==> src/rtl/count_game_ctrl.sv <==
`default_nettype none
// ============================================================================
// Module   : count_game_ctrl
// Brief    : Counting-game controller: key debounce, start/pause FSM, 7..0
//            countdown driving the dot-matrix display num/st inputs.
// Revision : 1.0 - initial release
// ============================================================================
module count_game_ctrl #(
    parameter int TICK_DIV   = 1000,
    parameter int DEB_CYCLES = 20
) (
    input  logic       clk,
    input  logic       rst,
    input  logic       key_start,
    input  logic       key_pause,
    output logic [2:0] num,
    output logic       st,
    output logic       done
);

    localparam int TW = (TICK_DIV > 1) ? $clog2(TICK_DIV) : 1;
    localparam int DW = $clog2(DEB_CYCLES);
    localparam logic [TW-1:0] TICK_LAST = TW'(TICK_DIV - 1);
    localparam logic [DW-1:0] DEB_LAST  = DW'(DEB_CYCLES - 1);

    logic [1:0] key_raw;
    logic [1:0] key_press;

    assign key_raw = {key_pause, key_start};

    // Index 0 is the start key, index 1 the pause key.
    for (genvar k = 0; k < 2; k++) begin : g_key
        logic          sync1_q, sync1_d;
        logic          sync2_q, sync2_d;
        logic          deb_q, deb_d;
        logic          deb_dly_q, deb_dly_d;
        logic [DW-1:0] dcnt_q, dcnt_d;

        always_comb begin
            sync1_d   = key_raw[k];
            sync2_d   = sync1_q;
            deb_dly_d = deb_q;
            deb_d     = deb_q;
            dcnt_d    = '0;
            if (sync2_q != deb_q) begin
                if (dcnt_q == DEB_LAST) begin
                    deb_d = ~deb_q;
                end else begin
                    dcnt_d = dcnt_q + DW'(1);
                end
            end
        end

        always_ff @(posedge clk or posedge rst) begin
            if (rst) begin
                sync1_q   <= 1'b0;
                sync2_q   <= 1'b0;
                deb_q     <= 1'b0;
                deb_dly_q <= 1'b0;
                dcnt_q    <= '0;
            end else begin
                sync1_q   <= sync1_d;
                sync2_q   <= sync2_d;
                deb_q     <= deb_d;
                deb_dly_q <= deb_dly_d;
                dcnt_q    <= dcnt_d;
            end
        end

        assign key_press[k] = deb_q & ~deb_dly_q;
    end

    typedef enum logic [1:0] {
        S_IDLE  = 2'd0,
        S_RUN   = 2'd1,
        S_PAUSE = 2'd2,
        S_DONE  = 2'd3
    } state_t;

    state_t        state_q, state_d;
    logic [2:0]    num_q, num_d;
    logic [TW-1:0] tcnt_q, tcnt_d;
    logic          st_q, st_d;
    logic          done_q, done_d;
    logic          start_ev, pause_ev, tick;

    assign start_ev = key_press[0];
    assign pause_ev = key_press[1];
    assign tick     = (tcnt_q == TICK_LAST);

    always_comb begin
        state_d = state_q;
        num_d   = num_q;
        tcnt_d  = tcnt_q;
        st_d    = st_q;
        done_d  = done_q;
        // Start outranks everything, including a tick on the same edge.
        if (start_ev) begin
            state_d = S_RUN;
            num_d   = 3'd7;
            tcnt_d  = '0;
            st_d    = 1'b1;
            done_d  = 1'b0;
        end else begin
            case (state_q)
                S_RUN: begin
                    tcnt_d = tick ? '0 : tcnt_q + TW'(1);
                    if (tick && (num_q != 3'd0)) begin
                        num_d = num_q - 3'd1;
                    end
                    // The final tick finishes the count even if pause arrives with it.
                    if (tick && (num_q == 3'd1)) begin
                        state_d = S_DONE;
                        done_d  = 1'b1;
                    end else if (pause_ev) begin
                        state_d = S_PAUSE;
                    end
                end
                S_PAUSE: begin
                    if (pause_ev) begin
                        state_d = S_RUN;
                    end
                end
                default: begin
                end
            endcase
        end
    end

    always_ff @(posedge clk or posedge rst) begin
        if (rst) begin
            state_q <= S_IDLE;
            num_q   <= 3'd7;
            tcnt_q  <= '0;
            st_q    <= 1'b0;
            done_q  <= 1'b0;
        end else begin
            state_q <= state_d;
            num_q   <= num_d;
            tcnt_q  <= tcnt_d;
            st_q    <= st_d;
            done_q  <= done_d;
        end
    end

    assign num  = num_q;
    assign st   = st_q;
    assign done = done_q;

endmodule
`default_nettype wire
==> config.mk <==
export PLATFORM = sky130hd
export DESIGN_NAME = count_game_ctrl
export DESIGN_NICKNAME = d
export VERILOG_FILES = /design/src/rtl/count_game_ctrl.sv
export SDC_FILE = /design/constraint.sdc
export NUM_CORES = 1
export LEC_CHECK = 0
export ABC_CLOCK_PERIOD_IN_PS = 5400
export CAP_MARGIN = 20
export CORE_MARGIN = 10
export CORE_UTILIZATION = 62
export DETAILED_ROUTE_END_ITERATION = 8
export PLACE_DENSITY = 0.8
export SETUP_SLACK_MARGIN = 0.02
export SLEW_MARGIN = 20
export SYNTH_ARGS = -nofsm -noshare
export SYNTH_HDL_FRONTEND = slang
export SYNTH_SLANG_ARGS = --single-unit
==> constraint.sdc <==
create_clock -name clk -period 5.4 [get_ports clk]
set_input_delay 1.62 -clock clk [delete_from_list [all_inputs] [get_ports clk]]
set_output_delay 1.62 -clock clk [all_outputs]
set_load 0.03 [all_outputs]
==> run_results.csv <==
group,metric,value,unit
die,start_util,63.97,%
synth,synth_edf_count,0,
critical_path,end_kind,"output pin",
die,die_h,70.33,um
die,io_pins,9,
die,row_count,18,
critical_path,path_max_fanout,4,
cts,clkTransAtPathRegs,0.11,ns
sta,hold_ws,0.3600,ns
critical_path,cp_slowest_cell,"clkdlybuf4s50_1",
routing,vias_per_cell,5.615,
min_path,hp-class,"reg -> reg",
cts,clockRootBuffer,"clkbuf_4",
synth,synth_top_area_share,51.00,%
layout,layout.cells.most_common_list,"dfrtp_1, nor2_1, nand3_1",
critical_path,cp.arrival,1.60,ns
layout,utilization,71.20,%
critical_path,path_buf_inv,1,
sta,fmax,0.3105,GHz
routing,antenna_left,0,
sta,rsz0062_at_grt,"no",
grt,grt_use_total,11.34,%
job,drv_cap,0,
layout,area_growth,11.31,%
sta,worst_pin_slew,0.7875,ns
layout,final_cell_area,1748,um^2
grt,grt_max_degree,36,
synth,synth_warnings,0,
critical_path,startpoint_type,"register",
critical_path,required,3.78,ns
sta,tns,0,ns
cts,post_cts_resized,0,
synth,postSynthAreaPerCell,10.90,um^2
die,fp.dieW,70.33,um
sta,slew_violations,0,
place,gp_congestion,0.7920,
synth,async_flop_share,100.0,%
sta,setup_violations,0,
critical_path,r2r-end,"num[0]",
cts,clock_path_buffers,2,
place,dp_hpwl,1858,um
die,core,2455,um^2
sta,timing.final.ws_setup,2.180,ns
synth,synth-main-ff-cell,"dfrtp_1",
routing,drc,0,
cts,cts_setup_buffers,0,
routing,drt-initial-drc-count,101,
grt,grt_pass1_wl,4602,um
layout,multi_input_area,648.1,um^2
routing,wire_per_inst,14.11,um
synth,synth_area,1570,um^2
synth,yosys.area.top_type,"dfrtp_1",
synth,ys_ff_latch,35,
layout,seq_area,879.6,um^2
cts,clock-sinks,35,
layout,nets,166,
critical_path,endpoint,"num[0]",
grt,grt_overflow,0,
layout,final_common_cell,"dfrtp_1",
cts,tritoncts,"yes",
place,place_ws,2.557,ns
sta,period_share,59.64,%
critical_path,path_delay_family,"buffers and inverters",
cts,holdBufCountCts,0,
routing,drt-pass1-iter-count,4,
critical_path,timing.rr.start,"tcnt_q[0]",
grt,grt_antenna_before_repair,0,
layout,fillerInstances,179,
sta,relSlewSlack,47.37,%
power_and_ir_drop,p_leak,0.7772,nW
synth,synthCells,144,
routing,num_vias,1050,
critical_path,cp-startpoint,"num[0]",
critical_path,cp_slowest_stage_delay,0.68,ns
sta,final_hold_viol_count,0,
sta,final.setup_skew,0.01190,ns
synth,ys_top_cells_by_area,"dfrtp_1, dfstp_2, ha_1",
cts,cts_buffers,5,
layout,num_antenna_cells,0,
synth,synth_fp_nets,154,
power_and_ir_drop,p_per_area,255.7,nW/um^2
routing,wl,2638,um
critical_path,r2r_cells,5,
die,dieArea,4946,um^2
layout,drive_above_1_share,8.917,%
power_and_ir_drop,max-vdd-ir-drop,0.2709,mV
critical_path,r2r_slack,3.38,ns
outcome,status,"finished clean",
grt,grt_pass1_vias,1048,
critical_path,worst-path-stages,1,
cts,htreeDepth,2,
sta,finalCriticalPeriod,3.220,ns
critical_path,crit_type,"reg -> out",
place,portBuffers,8,
synth,synth.distinct_cells,33,
place,post_dp_cell_area,1679,um^2
synth,ys_seq_area_share,56.02,%
cts,clkLatencyLatePin,0.34,ns
critical_path,path_cells,"clkdlybuf4s50_1",
cells in the mapped netlist, drive strengths merged (3+ instances only):
cell type,n
dfrtp,32
a21oi,4
nor2,18
mux2,3
inv,7
nor3,3
o21ai,4
nand3,9
nand2b,7
xor2,8
nand2,7
ha,6
clkbuf,4
dfstp,3
nor2b,3
xnor2,7
power breakdown:
part	total, mW	switching (mW)	internal [mW]	leakage (nW)
Sequential	0.271	0.00373	0.267	0.464
Combinational	0.0164	0.00985	0.00658	0.275
Clock	0.159	0.0828	0.0766	0.0386
Total	0.447	0.0964	0.351	0.777
sequential cells by signal, summed over array words and instances, names as in the netlist:
register         flops
tcnt_q              10
st                   1
state_q              2
g_key.sync2_q        2
num                  3
g_key.dcnt_q        10
done                 1
g_key.deb_dly_d      2
g_key.deb_dly_q      2
g_key.sync1_q        2
how the worst min path moves through the flow:
| stage | from | to | cells past startpoint |
|---|---|---|---|
| final | g_key[1].sync1_q | g_key[1].sync2_q | 0 |
| after global routing | g_key[0].sync1_q | g_key[0].sync2_q | 0 |
| after CTS | g_key[1].sync1_q | g_key[1].sync2_q | 0 |
| after detailed placement | g_key[1].sync1_q | g_key[1].sync2_q | 0 |
| after global placement | g_key[0].sync1_q | g_key[0].sync2_q | 0 |
| after floorplan | g_key[0].sync1_q | g_key[0].sync2_q | 0 |
stage by stage:
stage,instances,power [mW]
6_report,187,0.4470
5_1_grt,187,0.4685
4_1_cts,187,0.4515
3_5_place_dp,179,0.2931
3_3_place_gp,179,0.2921
2_1_floorplan,144,0.2870
worst register-to-register path, stage by stage, from the launching register on:
cell      delay, ns
dfrtp_1        0.41
ha_1           0.25
nand4b_1       0.14
or3_1          0.47
or4_1          0.43
mux2_4         0.27
final cells by class:
cell class,instances,area share [%]
sequential,35,50.32
clock buffer,8,3.937
inverter,7,1.503
timing repair buffer,9,5.011
multi-input combinational,98,37.08
tap,30,2.147
kinds of logic after synthesis:
group,share of synthesized area (%)
AO/OA/AOI/OAI,8.525
XOR/XNOR,8.367
adder cells (fa/ha/maj),4.781
buffers and inverters,2.709
flip-flops,56.02
multiplexers,2.390
AND/OR/NAND/NOR,17.21
layer usage:
layer | share of wire (%) | GRT usage (%) | up-vias | routed length, um
li1 | - | - | 518 | -
met1 | 42 | 11.81 | 498 | 1120
met2 | 49 | 18.56 | 28 | 1292
met3 | 6.6 | 5.650 | 6 | 174
met4 | 1.9 | 5.263 | 0 | 51
met5 | 0 | 0 | - | 0
No activity file was read; power rests on OpenSTA's default activity.
==> variant 1: new RTL, same settings <==
Register the inputs `key_start` and `key_pause` before use, without a reset. The logic sees them one clock later.
--- a/src/rtl/count_game_ctrl.sv
+++ b/src/rtl/count_game_ctrl.sv
@@ -23,10 +23,18 @@
     localparam logic [TW-1:0] TICK_LAST = TW'(TICK_DIV - 1);
     localparam logic [DW-1:0] DEB_LAST  = DW'(DEB_CYCLES - 1);
 
+    logic key_start_q;
+    logic key_pause_q;
+
+    always_ff @(posedge clk) begin
+        key_start_q <= key_start;
+        key_pause_q <= key_pause;
+    end
+
     logic [1:0] key_raw;
     logic [1:0] key_press;
 
-    assign key_raw = {key_pause, key_start};
+    assign key_raw = {key_pause_q, key_start_q};
 
     // Index 0 is the start key, index 1 the pause key.
     for (genvar k = 0; k < 2; k++) begin : g_key
Formal check against the unedited RTL: same outputs for any inputs over 10 cycles, from zero or initial values and one cycle with rst high; that may be too few to reach the edited logic, so the function may still have changed.
==> variant 1 against the unedited design <==
- via count increased by 2.1%
- worst setup slack improved by 9.3 ps
- synthesized cell count grew 6.3%
- largest cell class unchanged
- critical path type unchanged
- core utilization up 1.6 points
- critical endpoint unchanged
- routed wire length rose by 0.80%
- cell area up 4.1%
- area after synthesis up 5.2%
- sequential cell count increased by 2
- count of clock-buffer cells in the layout decreased by 3
- global-route usage is 0.14 points higher
- power fell by 1.1%
- clock skew shrank 5.4 ps
- hold slack worse by 24 ps
==> variant 1: results <==
[logic_synthesis]
synthDistinctLibCells = 30
synth-seq-area-share_pct = 55.7
yosys.area_share.adder_pct = 4.55
post_synth.cell_area_avg_um2 = 10.8
synth_nets = 163
synth_xor_xnor_area_share_pct = 8.48
ys_top_cells_by_count = sky130_fd_sc_hd__dfrtp_1 (32), sky130_fd_sc_hd__nor2_1 (23), sky130_fd_sc_hd__nand2_1 (9)
synthArstFlopShare_pct = 94.6
leading_cell_types_by_total_area_after_synthesis = sky130_fd_sc_hd__dfrtp_1 (48%), sky130_fd_sc_hd__nor2_1 (5.2%), sky130_fd_sc_hd__dfstp_2 (4.8%)
portion_of_netlist_area_occupied_by_mux_cells_pct = 1.36

[global_routing]
global_route.usage.total_pct = 11.5
wire_length_of_the_first_global_routing_pass_um = 4780
first_global_vias = 1106

[place]
detailed_place_hpwl_um = 1880
detailedPlace.worstSlack_ps = 2560
dpl_cell_area_um2 = 1760
placed_cell_count = 189
place.gp.congestion = 0.785

[finish]
post_route_cells_drive_above_1_share_pct = 11.4
fillCellCount = 183
area_of_combinational_cells_with_multiple_inputs_um2 = 689
finalNetCount = 176

[power]
clk-power_mw = 0.138
swShare_pct = 23.4
irDropWorstVdd_mv = 0.219
power_leakage_nw = 0.824
power_frac_clock_pct = 31.3

[route]
drt-vias-per-instance = 5.44
drt-initial-drc-count = 85
route.final.wire_length_um = 2660
wl_per_cell_um = 13.5
drt_first_pass_iters = 4

[status]
run_status = finished, final reports clean

[timing]
transition_time_of_the_tightest_slew_check_pin_ps = 572
worst_clock_skew_ps = 6.49

[critical_path]
critical_path.max_stage_delay_ps = 680
reg2regPathDepth = 7

[cts]
cts_setup_buffers = 0
## variant 1: routing by layer
layer / vias up / track usage (%) / routed length [µm]
met2: 17 / 20.1 / 1330
li1: 537 / - / -
met5: - / 0 / 0
met4: 0 / 6.02 / 38
met1: 514 / 12.2 / 1190
met3: 4 / 3.17 / 103
## variant 1: area by class of cell
| cell class | count | area share [%] |
|---|---|---|
| clock buffer | 5 | 2.06 |
| clock inverter | 3 | 0.963 |
| timing repair buffer | 9 | 4.81 |
| tap | 30 | 2.06 |
| sequential | 37 | 50.6 |
| multi-input combinational | 105 | 37.9 |
| inverter | 8 | 1.65 |
## variant 1: final timing paths
check	start	to	slack, ps
worst min-delay path	g_key[1].sync1_d	g_key[1].sync1_q	340
min in group asynchronous	rst	tcnt_q[2]	1660
worst min register to register	g_key[1].sync1_d	g_key[1].sync1_q	340
max in group asynchronous	rst	num[1]	3410
worst max-delay path	num[0]	num[0]	2190
worst max register to register	num[0]	num[2]	3240
==> variant 2: new RTL, same flow settings <==
Made on the original files. Change the parameter `DEB_CYCLES` from 20 to 30.
--- a/src/rtl/count_game_ctrl.sv
+++ b/src/rtl/count_game_ctrl.sv
@@ -7,7 +7,7 @@
 // ============================================================================
 module count_game_ctrl #(
     parameter int TICK_DIV   = 1000,
-    parameter int DEB_CYCLES = 20
+    parameter int DEB_CYCLES = 30
 ) (
     input  logic       clk,
     input  logic       rst,
Formal check against the unedited RTL: same outputs for any inputs over 10 cycles, from zero or initial values and one cycle with rst high; that may be too few to reach the edited logic, so the function may still have changed.
==> variant 2 against the unedited design <==
- global-route usage increased by 1.4 points
- area after synthesis up 6.1%
- die area up 4.4%
- sequential cell count unchanged
- power increased by 0.26%
- clock skew shrank 8.6 ps
- register-to-register slack improved by 70 ps
- count of clock-buffer cells in the layout is the same
- core utilization is 2.3 points higher
- worst setup slack better by 13 ps
- routed wire length grew 10%
- critical endpoint unchanged
- cell area is 6.0% higher
==> variant 2: results <==
[worst_hold_path]
whs_endpoint = g_key[1].sync2_q
hold_depth = 0
holdCritStartpoint = g_key[1].sync1_q
hold_class = flip-flop to flip-flop

[critical_path]
critPathSlowestCell = sky130_fd_sc_hd__clkdlybuf4s50_1
timing.critical_path.max_delay_family = buffers and inverters
regToRegSetupSlack_ps = 3450
worstPathMaxFanout = 4
worst_r2r_startpoint = num[0]
endpoint_of_the_lowest_slack_register_to_register_path = num[1]
critical_path.max_stage_delay_ps = 680
reg2regPathDepth = 7

[finish]
finalNetCount = 175
post_route_cells_drive_above_1_share_pct = 13.4
antenna-diode-count = 0
fillCellCount = 190

[timing]
transition_time_of_the_tightest_slew_check_pin_ps = 886
worst_clock_skew_ps = 3.26

[cts]
cts_root_buf = sky130_fd_sc_hd__clkbuf_4
clock_insertion_delay_worst_skew_ps = 340
cts_setup_buffers = 0
cts_buffers = 5
buffers_from_clock_root_to_sink_at_most = 2
clk_pin_slew_worst_paths_ps = 100

[job]
maxCapViolCount = 0

[logic_synthesis]
ys_top_cells_by_count = sky130_fd_sc_hd__dfrtp_1 (32), sky130_fd_sc_hd__nor2_1 (21), sky130_fd_sc_hd__xor2_1 (10), sky130_fd_sc_hd__nand2_1 (9)
synthDistinctLibCells = 37
synth_flop_cell = sky130_fd_sc_hd__dfrtp_1
synthArstFlopShare_pct = 100
synth-seq-area-share_pct = 52.8
synth_nets = 161
leading_cell_types_by_total_area_after_synthesis = sky130_fd_sc_hd__dfrtp_1 (48%), sky130_fd_sc_hd__ha_1 (6.0%), sky130_fd_sc_hd__xor2_1 (5.3%)
yosysWarnings = 0

[route]
drt-initial-drc-count = 42
drt-vias-per-instance = 5.53
route.final.wire_length_um = 2910
drt_first_pass_iters = 4

[power]
irDropWorstVdd_mv = 0.223
p_switching_mw = 0.0980
power_leakage_nw = 0.898

[global_routing]
wire_length_of_the_first_global_routing_pass_um = 5130
first_global_vias = 1124
global_route.usage.total_pct = 12.7
largest_net_degree_at_the_start_of_global_routing = 26
antenna_found_initial = 0

[place]
place.gp.congestion = 0.862
detailed_place_hpwl_um = 2180
dpl_cell_area_um2 = 1780

[status]
run_status = finished, final reports clean
==> variant 2: cell count changes after synthesis, sizes merged, moves of 3 or more <==
cell,before,now
nor2,18,21
nand3,9,5
nor3,3,0
nand2,7,11
==> variant 2: power by group through the flow <==
stage / registers [mW] / logic (mW) / clock network, mW
6_report: 0.271 / 0.0161 / 0.161
5_1_grt: 0.272 / 0.0199 / 0.175
4_1_cts: 0.272 / 0.0166 / 0.164
3_5_place_dp: 0.277 / 0.0166 / 0
3_3_place_gp: 0.276 / 0.0156 / 0
2_1_floorplan: 0.276 / 0.0111 / 0
==> variant 2: worst max path at each step <==
| stage | cells after the start | startpoint | end |
|---|---|---|---|
| after floorplan | 1 | rst | done |
| after global placement | 3 | rst | num[2] |
| after detailed placement | 3 | rst | num[2] |
| after CTS | 1 | num[0] | num[0] |
| after global routing | 1 | num[0] | num[0] |
| final | 1 | num[0] | num[0] |
==> variant 2: logic make-up after synthesis <==
logic type / after synthesis / share of synthesized area, %
AND/OR/NAND/NOR: 59 / 20.3
adder cells (fa/ha/maj): 8 / 6.01
XOR/XNOR: 17 / 8.93
AO/OA/AOI/OAI: 17 / 7.81
multiplexers: 3 / 1.95
buffers and inverters: 10 / 2.25
flip-flops: 35 / 52.8
==> variant 2: per-stage QoR <==
step	cells	utilization, %	setup slack [ps]	hold WS (ps)
after detailed placement	186	70.7	2450	344
after floorplan	149	-	3010	331
after global routing	194	73.5	2140	378
after CTS	194	73.5	2170	375
after global placement	186	70.7	2500	336
final	194	73.5	2190	368
==> variant 2: per-layer routing <==
| metal | vias to the layer above | GRT usage [%] | routed length (µm) |
|---|---|---|---|
| li1 | 535 | - | - |
| met1 | 513 | 14.8 | 1310 |
| met2 | 15 | 19.3 | 1410 |
| met3 | 9 | 3.86 | 97 |
| met4 | 0 | 9.25 | 95 |
| met5 | - | 0 | 0 |
==> variant 2: final cells by class <==
cell class / instances / area share (%)
tap: 30 / 2.03
inverter: 8 / 1.62
multi-input combinational: 104 / 40.4
timing repair buffer: 9 / 4.73
sequential: 35 / 47.5
clock buffer: 8 / 3.71
